**config.mk**
```make
export PLATFORM = sky130hd
export DESIGN_NAME = mac4_sequencer
export DESIGN_NICKNAME = d
export VERILOG_FILES = /design/src/rtl/mac4_sequencer.sv
export SDC_FILE = /design/constraint.sdc
export NUM_CORES = 1
export LEC_CHECK = 0
export CAP_MARGIN = 20
export CORE_ASPECT_RATIO = 0.5
export CORE_UTILIZATION = 65
export DETAILED_ROUTE_END_ITERATION = 7
export DONT_BUFFER_PORTS = 1
export PLACE_DENSITY = 0.85
export SLEW_MARGIN = 10
export SYNTH_ARGS = -nofsm -noshare
export SYNTH_HDL_FRONTEND = slang
export SYNTH_SLANG_ARGS = --single-unit
```
**constraint.sdc**
```tcl
create_clock -name clk -period 12.87 [get_ports clk]
set_input_delay 1.287 -clock clk [delete_from_list [all_inputs] [get_ports clk]]
set_output_delay 1.287 -clock clk [all_outputs]
set_load 0.1 [all_outputs]
```
**src/rtl/mac4_sequencer.sv**
```systemverilog
// Sequential 4-term unsigned dot product: accept a bundle, MAC one term per cycle, hand off result.
// Optional build macro MAC4_SATURATE_EN: saturating out_data plus a sat_flag output port.
module mac4_sequencer #(
  parameter int DATA_W = 8,
  parameter int ACC_W  = 18,
  parameter int OUT_W  = 8
) (
  input  logic                  clk,
  input  logic                  reset,
  input  logic                  in_valid,
  output logic                  in_ready,
  input  logic [DATA_W-1:0]     b0,
  input  logic [DATA_W-1:0]     b1,
  input  logic [DATA_W-1:0]     b2,
  input  logic [DATA_W-1:0]     b3,
  input  logic [4*DATA_W-1:0]   w_packed,
  output logic                  out_valid,
  input  logic                  out_ready,
  output logic [OUT_W-1:0]      out_data,
  output logic [ACC_W-1:0]      acc_full,
  output logic [1:0]            sel,
`ifdef MAC4_SATURATE_EN
  output logic                  sat_flag,
`endif
  output logic                  busy
);

  typedef enum logic [1:0] {
    IDLE = 2'd0,
    MAC  = 2'd1,
    DONE = 2'd2
  } state_e;

  state_e                state_q, state_d;
  logic [ACC_W-1:0]      acc_q, acc_d;
  logic [1:0]            sel_q, sel_d;
  logic [4*DATA_W-1:0]   ops_q, ops_d;
  logic [4*DATA_W-1:0]   wts_q, wts_d;
  logic [DATA_W-1:0]     op_s, wt_s;
  logic [2*DATA_W-1:0]   prod_s;
  logic                  over_s;

  // Operand/weight pair selected by the mux index and its product
  always_comb begin
    op_s   = ops_q[sel_q*DATA_W +: DATA_W];
    wt_s   = wts_q[sel_q*DATA_W +: DATA_W];
    prod_s = op_s * wt_s;
  end

  // Next-state logic for the sequencer and its datapath registers
  always_comb begin
    state_d = state_q;
    acc_d   = acc_q;
    sel_d   = sel_q;
    ops_d   = ops_q;
    wts_d   = wts_q;
    case (state_q)
      IDLE: begin
        if (in_valid) begin
          ops_d   = {b3, b2, b1, b0};
          wts_d   = w_packed;
          acc_d   = '0;
          sel_d   = 2'd0;
          state_d = MAC;
        end else begin
          state_d = IDLE;
        end
      end
      MAC: begin
        acc_d = acc_q + ACC_W'(prod_s);
        sel_d = sel_q + 2'd1;
        if (sel_q == 2'd3) begin
          state_d = DONE;
        end else begin
          state_d = MAC;
        end
      end
      DONE: begin
        if (out_ready) begin
          state_d = IDLE;
        end else begin
          state_d = DONE;
        end
      end
      default: begin
        state_d = IDLE;
        acc_d   = '0;
        sel_d   = 2'd0;
      end
    endcase
  end

  // State and datapath registers; synchronous reset wins over any handshake
  always_ff @(posedge clk) begin
    if (reset) begin
      state_q <= IDLE;
      acc_q   <= '0;
      sel_q   <= 2'd0;
      ops_q   <= '0;
      wts_q   <= '0;
    end else begin
      state_q <= state_d;
      acc_q   <= acc_d;
      sel_q   <= sel_d;
      ops_q   <= ops_d;
      wts_q   <= wts_d;
    end
  end

  // Handshake and debug outputs decode directly from registered state
  always_comb begin
    in_ready  = (state_q == IDLE);
    out_valid = (state_q == DONE);
    busy      = (state_q == MAC) || (state_q == DONE);
    sel       = sel_q;
    acc_full  = acc_q;
    over_s    = |acc_q[ACC_W-1:OUT_W];
  end

`ifdef MAC4_SATURATE_EN
  // Clamp to all-ones when the sum exceeds the output range
  always_comb begin
    out_data = over_s ? {OUT_W{1'b1}} : acc_q[OUT_W-1:0];
    sat_flag = over_s & out_valid;
  end
`else
  // Wrap-around truncation; the overflow indication is unused in this build
  always_comb begin
    out_data = acc_q[OUT_W-1:0] | {OUT_W{over_s & 1'b0}};
  end
`endif

endmodule

```
### Word-level counts from Yosys, hierarchy flattened

Index checks and enable logic that the tools add are counted.
Widths: inputs -> output; s select.

| operators by class | value |
|---|---|
| $add $sub $neg | 2 |
| multipliers | 1 |
| equal/unequal tests | 4 |
| shifts and indexed selects | 2 |
| mux-type cells | 8 |
| bitwise operators | 1 |
| reduce and logical (&&, ||, !) cells | 4 |

Operators by type and width:

| cell | count |
|---|---|
| $shiftx 32x6->8 | 2 |
| $pmux 18 s3 | 1 |
| $add 18x16->18 | 1 |
| $mux 18 | 1 |
| $mul 8x8->16 | 1 |
| $pmux 2 s3 | 2 |
| $mux 2 | 3 |
| $eq 2x2->1 const B | 2 |
| $reduce_and 2->1 | 2 |
| $add 2x1->2 const B | 1 |
| $eq 2x1->1 const B | 1 |
| $logic_not 2->1 | 1 |
| $ne 2x2->1 const B | 1 |
| $logic_or 1x1->1 | 1 |
| $mux 1 | 1 |
| $not 1->1 | 1 |

| word-level totals | value |
|---|---|
| register bits | 86 |
| input bits | 68 |
| output and inout port bits | 31 |

### Depth between registers and ports, before layout

Gate-level depths: netlist (run 1).

| logic depth | value |
|---|---|
| word-level depth | 4 |
| depth in mapped cells | 20 |

### Worst setup path after synthesis (run 1)

OpenSTA, ideal clock, no wires.

| timing | value |
|---|---|
| path type | flip-flop to flip-flop |
| from | register sel_q[0], in the netlist sel[0] |
| to | register acc_q[17], in the netlist acc_full[17] |
| setup time | 0.128 ns |
| arrival time | 5.988 ns |
| data required time | 12.742 ns |
| setup slack | 6.753 ns |
| stages on the path, launching flop included | 18 |
| path buffers | 2 |
| clock period less this slack | 6.117 ns |
| cell sequence | dfxtp_1 buf_2 buf_2 mux4_2 and2_1 fa_1 fa_1 fa_1 inv_1 fa_1 inv_1 ha_1 and3_4 nor3_2 a21oi_2 a2111oi_4 mux2i_1 o211ai_1 |

| between the ends | value |
|---|---|
| cells in the longest elaborated chain, start to end | 4 |
| elaborated cells between the ends (all ways) | 5 |
| those cells by class | 1 x add/sub; 1 x mul; 2 x shift; 1 x mux |

RTL lines:

| item | line | text |
|---|---|---|
| start, declared | 36 | `logic [1:0] sel_q, sel_d;` |
| start signal, assigned | 104 | `sel_q <= sel_d;` |
| $shiftx 32x6->8 (on tied branches) | 45, 46 |  |
| $mul 8x8->16 (*) | 47 | `prod_s = op_s * wt_s;` |
| $add 18x16->18 (*) | 70 | `acc_d = acc_q + ACC_W'(prod_s);` |
| $pmux 18 s3 (*) | 57 | `case (state_q)` |
| end signal, assigned | 97 | `acc_q <= '0;` |
| end signal, assigned | 103 | `acc_q <= acc_d;` |
| end, declared | 35 | `logic [ACC_W-1:0] acc_q, acc_d;` |

Every way passes the cells marked *; elsewhere a longest branch is shown, timed or not.
A chain may end at the register's enable or synchronous reset.

### Worst setup path in the final report (run 1)

Ends and elaborated chain as after synthesis.

==> results of run 1 <==
==> cells in the mapped netlist (3+ instances only) <==
cell type / n
o21ai_0: 4
nand3_1: 10
o21a_1: 6
fa_1: 50
mux4_2: 16
inv_1: 102
mux2i_1: 4
xnor2_1: 5
a21oi_1: 79
ha_1: 45
a211oi_1: 3
nand2_1: 179
buf_2: 4
buf_4: 8
and2_1: 38
a21o_1: 4
a22oi_1: 4
buf_1: 5
nor3b_1: 3
o21ai_1: 3
nor2_1: 11
o31ai_1: 3
clkbuf_1: 20
dfxtp_1: 86
nor3_1: 6
==> cell usage in the layout (no fill, tap or decap), drive strengths merged, types with 9 or more instances in the layout <==
cell type | Yosys | layout
clkbuf | 20 | 9
and2 | 38 | 38
inv | 103 | 105
nand3 | 10 | 10
ha | 45 | 45
nor2 | 12 | 12
mux4 | 16 | 16
dfxtp | 86 | 86
a21oi | 82 | 82
fa | 50 | 50
nand2 | 179 | 179
==> routing by layer <==
metal  part of all wire (%)  track usage, %  up-vias  routed length (µm)
met5                      0               0        -                   0
met4                    1.7            8.91        0                 243
met3                    8.9            9.34       25                1250
met2                     44            45.7      223                6220
met1                     45            40.3     2317                6380
li1                       -               -     2291                   -
==> worst max-delay path: cells and delay by family (launching register included) <==
family,cells,cell delay (ns)
fa+ha+maj,5,2.48
flops,1,1.02
compound gates,3,0.57
simple gates,3,0.68
mux,2,0.93
buf+inv,2,0.09
==> area by class of cell <==
cell class                 instances  area share [%]
inverter                         103            5.91
multi-input combinational        503            60.4
clock inverter                     7            1.22
timing repair buffer               1           0.306
tap                              117            2.24
sequential                        86            26.5
clock buffer                       9            3.44
==> worst paths after layout <==
check,endpoint,startpoint,slack [ns],cells past startpoint
max,acc_full[17],sel[0],6.95,15
min,wts_q[16],wts_q[16],0.45,2
max reg2reg,acc_full[17],sel[0],6.95,15
min reg2reg,wts_q[16],wts_q[16],0.45,2
==> stage by stage <==
step	setup WS [ns]	total power, mW	instances	hold WS, ns	utilization (%)
after global routing	6.75	0.685	826	0.467	72.6
final	6.95	0.656	826	0.454	72.6
after CTS	6.95	0.657	825	0.453	72.4
after floorplan	6.75	0.377	729	0.433	-
after detailed placement	6.97	0.394	809	0.444	69.0
after global placement	7.11	0.389	809	0.435	69.0
==> cell families (layout without fill, tap and decap cells) <==
family                   after synthesis  in the layout  synth area share [%]
adder cells (fa/ha/maj)               95             95                  25.1
multiplexers                          20             20                  6.43
AND/OR/NAND/NOR                      260            260                  18.8
buffers and inverters                140            120                  9.00
flip-flops                            86             86                  27.7
AO/OA/AOI/OAI                        121            121                  12.0
XOR/XNOR                               7              7                 0.985
==> flip-flops by register name (all words and copies together), names as in the netlist <==
register and flops:
wts_q 32, acc_full 18, sel 2, state_q 2, ops_q 32
==> where the power goes <==
part | leakage (nW) | switching, mW | internal, mW
Clock | 0.145 | 0.127 | 0.138
Combinational | 2.06 | 0.0580 | 0.0332
Sequential | 0.708 | 0.0204 | 0.279
==> results.yml, run 1 <==
status:
  status: "completed"
cts:
  clock_latency_ns: 0.35
  ctsHtreeMaxLevel: 3
  clk_pin_slew_ns: 0.07
  clock_sinks: 86
  cts-root-buf: "clkbuf_16"
  cts_tree: "yes"
  cts_inserted_buffers: 9
  cts_hold_buf: 0
  cts_setup_buffers: 0
  cts_buffer_depth: 2
  cts.repair.resized: 0
placement:
  place_area_um2: 6210
  dp_hpwl_mm: 10.4
  gp_congestion: 0.889
  port_buffers: 0
worst_setup_path:
  cpMaxStageDelayCell: "dfxtp_2"
  path_cells: "mux4_2, and2_1, fa_1, fa_1, fa_1, inv_1, fa_1, inv_1, ha_1, and3_4, nor3_2, a21oi_2, a2111oi_4, mux2i_1, o211ai_1"
  endpoint_kind: "flip-flop"
  cp.arrival_ns: 6.14
  crit_required_ns: 13.10
  crit_top_cell: "fa_1"
  crit_type: "reg -> reg"
  cp-start-kind: "flip-flop"
  crit_fanout: 19
  cpPeakStageDelay_ns: 1.02
grt:
  grt_pass1_vias: 4664
  grt_max_degree: 82
  grt_pass1_wl_mm: 22.6
  grt_remaining_overflow: 0
  grt_use_total_pct: 29.6
  antenna_found_initial: 0
timing:
  slew_headroom_pct: 21.9
  worst_pin_slew_ns: 1.17
  fin_skew_ns: 0.00766
  min_period_over_period_pct: 46.0
  finalSetupViolCount: 0
  layout_min_cycle_time_ns: 5.92
  grt_setup_unrepaired: "false"
  maxSlewViolCount: 0
  max_freq_ghz: 0.169
  final_hold_viol_count: 0
  timing.setup.tns_ns: 0
power:
  power.density_nw_per_um2: 100
  p_leak_nw: 2.91
  ir_drop_v: 0.0000901
final_layout:
  syn_to_final_growth_pct: 5.04
  register_area_um2: 1730
  n_antenna_cell: 0
  drive_above_1_share_pct: 8.46
  fin_area_um2: 6540
  nets: 867
  multiInputGateArea_um2: 3950
  nFillCells: 614
synthesis:
  netlist-cell-type-count: 50
  yosysSeqAreaShare_pct: 27.7
  synthTopCellsByArea: "dfxtp_1, fa_1, nand2_1"
  ys_ff_latch: 86
  ys.flop_type: "dfxtp_1"
  ys_async_sr_fraction_pct: 0
  synth_top_cell_by_area: "dfxtp_1"
  syn_area_per_cell_um2: 8.54
  yosys_warnings: 0
  synth-edff-count: 0
  synth_area_um2: 6230
  synth_top_area_share_pct: 27.7
  syn_inst: 729
  syn-num-nets: 892
routing:
  first_pass_iters: 5
  via_per_inst: 5.88
  dr.first_iter.drc_count: 333
  finalWirelength_mm: 14.1
  drt.antenna.violating_nets: 0
  drc: 0
  vias: 4856
  wl_per_cell_um: 17.1
flow_run:
  maxCapViolations: 0
floorplanning:
  die_x_um: 140
  io-pin-count: 99
  initial_core_util_pct: 69.1
  dieArea_um2: 10000
  placementRows: 24
  die_y_um: 71.2
  core_area_um2: 9010
min_path:
  hp-class: "reg -> reg"
Power figures use the tool's default switching activity.
==> inputs of run 2 (changes only) <==
- clock period: 12.87 -> 6.1 ns (I/O delays scaled with it)
==> results.yml, run 2 (same netlist as run 1, synthesis figures left out) <==
floorplanning:
  core_area_um2: 9010
  die_x_um: 140
  placementRows: 24
  initial_core_util_pct: 69.1
  dieArea_um2: 10000
  die_y_um: 71.2
  io-pin-count: 99
placement:
  gp_congestion: 0.898
  port_buffers: 0
  place_ws_ns: 0.655
  dp_hpwl_mm: 10.5
  post-place-cells: 820
timing:
  worst_pin_slew_ns: 1.17
  finalSetupViolCount: 0
  min_period_over_period_pct: 89.4
  timing.setup.tns_ns: 0
  layout_min_cycle_time_ns: 5.45
  maxSlewViolCount: 0
  final_hold_viol_count: 0
  max_freq_ghz: 0.183
  worst_slack_ns: 0.649
  fin_skew_ns: 0.00919
  slew_headroom_pct: 21.9
  grt_setup_unrepaired: "false"
worst_setup_path:
  timing.rr.end: "acc_full[17]"
  reg2reg_slack_ns: 0.65
  crit_path_end: "acc_full[17]"
  reg2reg_from: "sel[0]"
  endpoint_kind: "flip-flop"
  crit_required_ns: 6.32
  crit_fanout: 17
  critPathLaunch: "sel[0]"
  crit_type: "reg -> reg"
  rr_worst_depth: 15
  cp.arrival_ns: 5.68
  cp-start-kind: "flip-flop"
grt:
  grt_use_total_pct: 31.0
  antenna_found_initial: 0
  grt_remaining_overflow: 0
  grt_max_degree: 82
  grt_pass1_wl_mm: 23.7
  grt_pass1_vias: 5027
routing:
  drt.antenna.violating_nets: 0
  via_per_inst: 5.86
  dr.first_iter.drc_count: 294
  first_pass_iters: 5
  wl_per_cell_um: 17.2
  vias: 4907
  finalWirelength_mm: 14.4
  drc: 0
final_layout:
  register_area_um2: 1730
  final_cell_mix: "nand2_1, inv_1, a21oi_1"
  nets: 878
  drive_above_1_share_pct: 9.86
  layoutNonFillerInstCount: 837
  final_common_cell: "nand2_1"
  nFillCells: 614
  n_antenna_cell: 0
  syn_to_final_growth_pct: 6.55
  multiInputGateArea_um2: 3950
power:
  p_leak_nw: 2.98
  seqPwrFrac_pct: 43.2
  swShare_pct: 30.1
  power.density_nw_per_um2: 214
  switching_power_uw: 427
  p_comb_share_pct: 15.2
  p_int_uw: 992
  pwr-share-clk_pct: 41.6
  ir_drop_v: 0.000176
cts:
  cts_hold_buf: 0
  cts_tree: "yes"
  clock_latency_ns: 0.35
  ctsHtreeMaxLevel: 3
  cts-root-buf: "clkbuf_16"
  clock_sinks: 86
  cts_buffer_depth: 2
  cts_setup_buffers: 0
  cts.repair.resized: 0
  cts_inserted_buffers: 9
  clk_pin_slew_ns: 0.07
flow_run:
  maxCapViolations: 0
min_path:
  hp-class: "in -> reg"
status:
  status: "completed"
-- run 2: routing by layer --
layer  share of wire, %  global-route usage (%)  vias to the layer above
li1                   -                       -                     2309
met1                 44                    40.3                     2358
met2                 46                    51.7                      211
met3                8.0                    7.11                       29
met4                1.9                    10.6                        0
met5                  0                       0                        -
-- run 2: stage by stage --
step / util (%) / area (µm²) / total power, mW / hold slack, ns
global route: 73.6 / 6630 / 1.47 / 0.317
finish: 73.6 / 6630 / 1.42 / 0.323
CTS: 73.4 / 6610 / 1.42 / 0.320
detailed placement: 69.9 / 6300 / 0.833 / 0.439
floorplan: - / 6230 / 0.796 / 0.433
global placement: 69.9 / 6300 / 0.824 / 0.435
-- run 2: how the worst min path moves through the flow --
stage,start,end,slack (ns),depth (start not counted)
floorplan,ops_q[11],ops_q[11],0.43,2
finish,reset,wts_q[24],0.32,1
global placement,ops_q[23],ops_q[23],0.43,2
CTS,reset,wts_q[24],0.32,1
detailed placement,ops_q[8],ops_q[8],0.44,2
global route,reset,wts_q[4],0.32,1
-- run 2: final cells by class --
class	count	share of cell area, %
clock inverter	7	1.38
clock buffer	9	3.39
sequential	86	26.1
tap	117	2.21
inverter	103	5.83
timing repair buffer	12	1.55
multi-input combinational	503	59.5
-- run 2: power groups by stage --
stage	sequential [mW]	combinational [mW]	clock [mW]
finish	0.613	0.215	0.591
global route	0.617	0.238	0.621
CTS	0.613	0.211	0.597
detailed placement	0.625	0.208	0
global placement	0.624	0.199	0
floorplan	0.628	0.169	0
-- run 2: critical path, cell delays in order (launching register included) --
cell	delay (ns)
dfxtp_2	0.65
mux4_2	0.65
and2_1	0.21
fa_1	0.52
fa_1	0.53
fa_1	0.54
inv_1	0.05
fa_1	0.54
inv_1	0.04
ha_1	0.35
and3_4	0.21
nor3_2	0.24
a21oi_2	0.10
a2111oi_4	0.35
mux2i_1	0.24
o211ai_1	0.11
